File: config.mk
export PLATFORM = sky130hd
export DESIGN_NAME = escritor_registros
export DESIGN_NICKNAME = d
export VERILOG_FILES = /design/src/rtl/escritor_registros.sv
export SDC_FILE = /design/constraint.sdc
export NUM_CORES = 1
export LEC_CHECK = 0
export CORE_UTILIZATION = 48
export CTS_BUF_LIST = sky130_fd_sc_hd__clkbuf_2
export DETAILED_ROUTE_END_ITERATION = 8
export GPL_ROUTABILITY_DRIVEN = 0
export PLACE_DENSITY = 0.76
export SYNTH_ARGS = -nofsm -noshare
export SYNTH_HDL_FRONTEND = slang
export SYNTH_SLANG_ARGS = --single-unit
File: constraint.sdc
create_clock -name clk -period 4.3 [get_ports clk]
set_clock_uncertainty 0.2 [all_clocks]
set_input_delay 1.29 -clock clk [delete_from_list [all_inputs] [get_ports clk]]
set_output_delay 1.29 -clock clk [all_outputs]
set_load 0.01 [all_outputs]
File: src/rtl/escritor_registros.sv
// Register-file write buffer: queued writes drain one per cycle in FIFO order, visible one cycle after acceptance.
// Backpressure: in_ready drops while PROF writes are pending; hold stalls draining and pending entries remain forwardable.
module escritor_registros #(
    parameter int S_AD   = 5,
    parameter int S_DATA = 32,
    parameter int PROF   = 4
) (
    input  logic                    clk,
    input  logic                    rst,
    input  logic                    in_valid,
    output logic                    in_ready,
    input  logic [S_AD-1:0]         in_ad,
    input  logic [S_DATA-1:0]       in_data,
    input  logic                    hold,
    output logic                    WE,
    output logic [S_AD-1:0]         AWR,
    output logic [S_DATA-1:0]       DataIn,
    input  logic [S_AD-1:0]         q_ad1,
    input  logic [S_AD-1:0]         q_ad2,
    output logic                    hit1,
    output logic                    hit2,
    output logic [S_DATA-1:0]       fwd1,
    output logic [S_DATA-1:0]       fwd2,
    output logic [$clog2(PROF):0]   ocupacion
);

    localparam int PTR_W = $clog2(PROF);
    localparam int CNT_W = PTR_W + 1;

    logic [S_AD-1:0]   ad_mem   [PROF];
    logic [S_DATA-1:0] data_mem [PROF];
    logic [PTR_W-1:0]  wr_ptr;
    logic [PTR_W-1:0]  rd_ptr;
    logic              push;
    logic              pop;
    logic              empty;

    assign empty    = (ocupacion == '0);
    assign in_ready = (ocupacion < CNT_W'(PROF));
    // rst gating keeps a discarded entry from landing in the register file on the reset edge
    assign WE       = !empty && !hold && !rst;
    assign AWR      = empty ? '0 : ad_mem[rd_ptr];
    assign DataIn   = empty ? '0 : data_mem[rd_ptr];
    assign push     = in_valid && in_ready && (in_ad != '0) && !rst;
    assign pop      = WE;

    always_ff @(posedge clk) begin
        if (rst) begin
            wr_ptr    <= '0;
            rd_ptr    <= '0;
            ocupacion <= '0;
        end else begin
            if (push) wr_ptr <= wr_ptr + 1'b1;
            if (pop)  rd_ptr <= rd_ptr + 1'b1;
            case ({push, pop})
                2'b10:   ocupacion <= ocupacion + 1'b1;
                2'b01:   ocupacion <= ocupacion - 1'b1;
                default: ocupacion <= ocupacion;
            endcase
        end
    end

    always_ff @(posedge clk) begin
        if (push) begin
            ad_mem[wr_ptr]   <= in_ad;
            data_mem[wr_ptr] <= in_data;
        end
    end

    // Walk oldest to newest so the last match is the newest pending value
    always_comb begin
        logic [PTR_W-1:0] idx;
        idx  = '0;
        hit1 = 1'b0;
        hit2 = 1'b0;
        fwd1 = '0;
        fwd2 = '0;
        for (int k = 0; k < PROF; k++) begin
            idx = rd_ptr + PTR_W'(k);
            if (CNT_W'(k) < ocupacion) begin
                if (q_ad1 != '0 && ad_mem[idx] == q_ad1) begin
                    hit1 = 1'b1;
                    fwd1 = data_mem[idx];
                end
                if (q_ad2 != '0 && ad_mem[idx] == q_ad2) begin
                    hit2 = 1'b1;
                    fwd2 = data_mem[idx];
                end
            end
        end
    end

endmodule
==> flow_results.org <==
** Setup path
- The endpoint identified for the worst register-to-register timing path is ad_mem[2][1].
- Worst setup path startpoint :: q_ad1[1]
- Among the stages of the critical path, the cell type that occurs most often is sky130_fd_sc_hd__buf_12.
- For the worst flop-to-flop path, the logic depth is 4.
- STA classifies the critical path endpoint as an output pin.
- Delay of the slowest cell on the worst path :: 0.33 ns
- The worst register-to-register path begins at ocupacion[2].
- Class of the most critical setup path :: in2out
- Crit path buf inv count :: 5
- Req. time, crit path :: 2.81 ns
- The cell family contributing the most delay on the critical path is simple AND/OR/NAND/NOR gates.
- Walking the worst path, the cells encountered are clkdlybuf4s15_2 -> nor4_4 -> nor2b_2 -> and4b_2 -> buf_12 -> buf_12 -> buf_16 -> nand3b_1 -> a21o_1 -> a31oi_2 -> buf_2.
- For flop-to-flop paths, the worst setup slack is 1.74 ns.
- The worst setup path is launched from an input pin.
- Among all stages on the critical path, the largest delay is contributed by sky130_fd_sc_hd__nor4_4.
- Arrival time worst endpoint :: 3.51 ns
- Max FO, Critical Path :: 14

** Hold path
- The worst hold path belongs to the class reg2reg.
- For hold timing, the worst endpoint is wr_ptr[1].
- The startpoint identified for the worst hold timing path is wr_ptr[1].
- The worst hold path passes through 2 cells.

** Pwr
- Switching Fraction :: 30.6%
- Summed over all nets, the switching power comes to 1.25 mW.
- Worst-case vdd ir drop :: 0.000242 V
- In this run the static leakage power is 5.52 nW.
- Share of total power in sequential cells :: 43.0%
- Dividing total power by cell area gives a power density of 249 nW/µm².
- The internal power of the cells totals 2.84 mW.
- Share of power burned in the clock network :: 22.5%
- Post-route total power :: 4.10 mW
- In this run, the combinational gates consume 34.4% of the power.

** Timing
- Adding up every negative setup slack in the final design gives -38.23 ns.
- Setup violations remaining at the end of the flow were counted as 66.
- Setup repair after global routing missed its margin :: true
- Once routing completed, OpenROAD measured the worst setup slack at -0.703 ns.
- After layout, the worst path uses 116% of the clock period.
- At the pin with the least slew margin, the transition time is 1.13 ns.
- Final max-slew violation count :: 0
- The final hold violation count is 0.
- The worst pin sits at a relative slew slack of 24.4%.
- Fmax :: 0.200 GHz
- For the finished layout, the period the worst path requires is 5.00 ns.

** Floorplanning
- The die is 156 µm wide.
- Number of placement rows :: 55
- The total area inside the core boundary comes to 22900 µm².
- Y dimension of the die :: 156 µm
- The initial utilization of the core area, before any placement, comes to 49.6%.
- The die covers 24300 µm².
- During I/O placement, the number of pins put on the boundary was 159.

** Clocking
- The H-tree was split into 4 levels.
- Source-to-sink clock delay at the later pin of the worst-skew pair :: 0.73 ns
- The tree is rooted in a sky130_fd_sc_hd__clkbuf_2.
- Clock-pin slew was measured on the worst setup and hold paths at 0.21 ns.
- TritonCTS created 17 clock buffers.
- Clock Path Buffers :: 2
- The clock drives 157 sinks.
- Post-CTS Hold Fix Bufs :: 0
- TritonCTS built the clock tree.

** Finish
- Highest-count cells in the layout ignoring fill and taps :: sky130_fd_sc_hd__edfxtp_1, sky130_fd_sc_hd__mux4_2, sky130_fd_sc_hd__buf_4, sky130_fd_sc_hd__nand2_1
- At the end of the flow, the number of nets in the layout was 1206.
- Fraction of layout cells with a size suffix above 1 :: 52.7%
- Compared with the post-synthesis result, the final layout area differs by 44.9%.
- Filler cell count in the final layout :: 1448
- Leaving out fill and tap cells, the most frequent cell in the layout is sky130_fd_sc_hd__edfxtp_1.
- The finished cells cover 16500 µm².

** Routing
- In this run the remaining antenna-violating nets after routing total 0.
- DR DRC count :: 0
- Dividing the detail-routed via count by the number of cells gives 6.49.
- Count of TritonRoute iterations in the first routing pass :: 5
- DRC violation total after the first TritonRoute iteration :: 947
- Detailed-route wire length :: 37000 µm
- Detailed routing inserted a total of 9560 vias.
- Post-DR wirelength/cell :: 25.1 µm

** Placement
- The wire-length estimate of the detail-placed layout is 21200 µm.
- In this run the tool buffered the top-level ports with 158 buffer cells.
- Instance area after placement :: 14600 µm²

** Outcome
- Violations in the final reports :: negative setup slack
- Result of the run :: finished with violations

** Synthesis
- Main synth FF type :: sky130_fd_sc_hd__edfxtp_1
- After synthesis, the mean cell area works out to 13.0 µm².
- The Yosys step of the flow raised 0 warnings.
- Proportion of synthesized flip-flops having asynchronous set or reset :: 0%
- Yosys mapped a number of flops with a built-in enable equal to 148.
- Sequential cells were found to cover 40.7% of the synthesized design area.
- Mapped Cells :: 871
- Total nets after synthesis :: 931
- Post-synthesis instance area :: 11400 µm²
- Number of register bits inferred by synthesis :: 157
- Yosys mapped the design onto 46 distinct sky130hd cell types.

** GRT
- Vias in the first global route :: 9318
- Initial antenna violation count :: 3
- The first global-routing pass estimated 53400 µm of wire.
- Total track usage :: 29.4%
- Maximum number of pins on one net before global-route repair :: 52
- GR Overflow Total :: 0

** Run
- The tool flagged a number of max-cap violations equal to 0.
through the flow:
step                util (%)  setup slack [ns]  hold slack (ns)  instances
floorplan                  -            -0.133            0.314        871
global placement        63.5             -1.36            0.337       1372
detailed placement      63.5             -1.39            0.358       1372
CTS                     69.5            -0.677            0.379       1456
global route            71.8            -0.793            0.396       1474
finish                  71.8            -0.703            0.372       1474
cell usage after synthesis (all sizes together) (5+ instances only):
master / count / area share, %
mux2i: 17 / 1.5
clkbuf: 31 / 1.0
a31oi: 31 / 1.7
xnor2: 27 / 2.1
nor2b: 41 / 2.3
xor2: 15 / 1.2
a21o: 32 / 2.1
edfxtp: 148 / 39
inv: 13 / 0.43
nand3b: 32 / 2.1
dfxtp: 9 / 1.6
ha: 9 / 0.99
and2: 5 / 0.28
o22ai: 33 / 1.8
nand2: 68 / 2.2
nor2: 43 / 1.4
a21oi: 40 / 1.9
mux4: 141 / 28
buf: 59 / 3.3
o21ai: 7 / 0.31
a22oi: 31 / 2.0
sequential cells by signal, summed over array words and instances (netlist names), named ones only:
signal / flops
data_mem: 128
wr_ptr: 2
ad_mem: 20
ocupacion: 3
rd_ptr: 2
worst reg2reg max path, cell delays in order (launching register included):
cell	delay (ns)
sky130_fd_sc_hd__dfxtp_1	0.36
sky130_fd_sc_hd__buf_4	0.19
sky130_fd_sc_hd__nor4b_1	0.32
sky130_fd_sc_hd__buf_4	0.20
sky130_fd_sc_hd__and2_2	0.91
per-layer routing:
metal | global-route usage (%) | wire length [µm]
met4 | 12.3 | 1690
met5 | 0 | 17
met1 | 36.5 | 13300
met2 | 50.8 | 18700
met3 | 4.97 | 3320
worst max-delay path by stage:
stage | cells after the start | end | slack [ns]
6_report | 11 | fwd1[13] | -0.70
5_1_grt | 12 | fwd1[22] | -0.79
4_1_cts | 12 | fwd1[12] | -0.68
3_5_place_dp | 10 | fwd2[31] | -1.39
3_3_place_gp | 10 | fwd2[31] | -1.36
2_1_floorplan | 10 | fwd2[10] | -0.13
final cells by class:
type	instances	area, µm²	area share, %
Tap cell	313	392	2.38
Clock buffer	18	90.1	0.547
Clock inverter	14	191	1.16
Timing Repair Buffer	345	3660	22.3
Multi-Input combinational cell	612	7430	45.1
Sequential cell	157	4640	28.2
Antenna cell	2	5.00	0.0304
Inverter	13	51.3	0.312
power groups by stage:
stage	combinational [mW]	clock, mW	sequential, mW
2_1_floorplan	0.780	0	1.78
3_3_place_gp	1.22	0	1.79
3_5_place_dp	1.23	0	1.80
4_1_cts	1.36	0.924	1.76
5_1_grt	1.49	0.978	1.77
6_report	1.41	0.923	1.76
kinds of logic after synthesis:
family / synth area share (%)
AO/OA/AOI/OAI: 10.7
adder cells (fa/ha/maj): 0.991
AND/OR/NAND/NOR: 9.78
flip-flops: 40.7
buffers and inverters: 4.77
XOR/XNOR: 3.24
multiplexers: 29.9
what timing repair did:
item                                    in CTS  in global routing
endpoints found under the setup margin     104                 74
resized for setup                          465                 73
gates cloned                                12                  6
pin swaps                                   28                 38
buffers inserted                            45                 19
No activity file was read; power rests on OpenSTA's default activity.
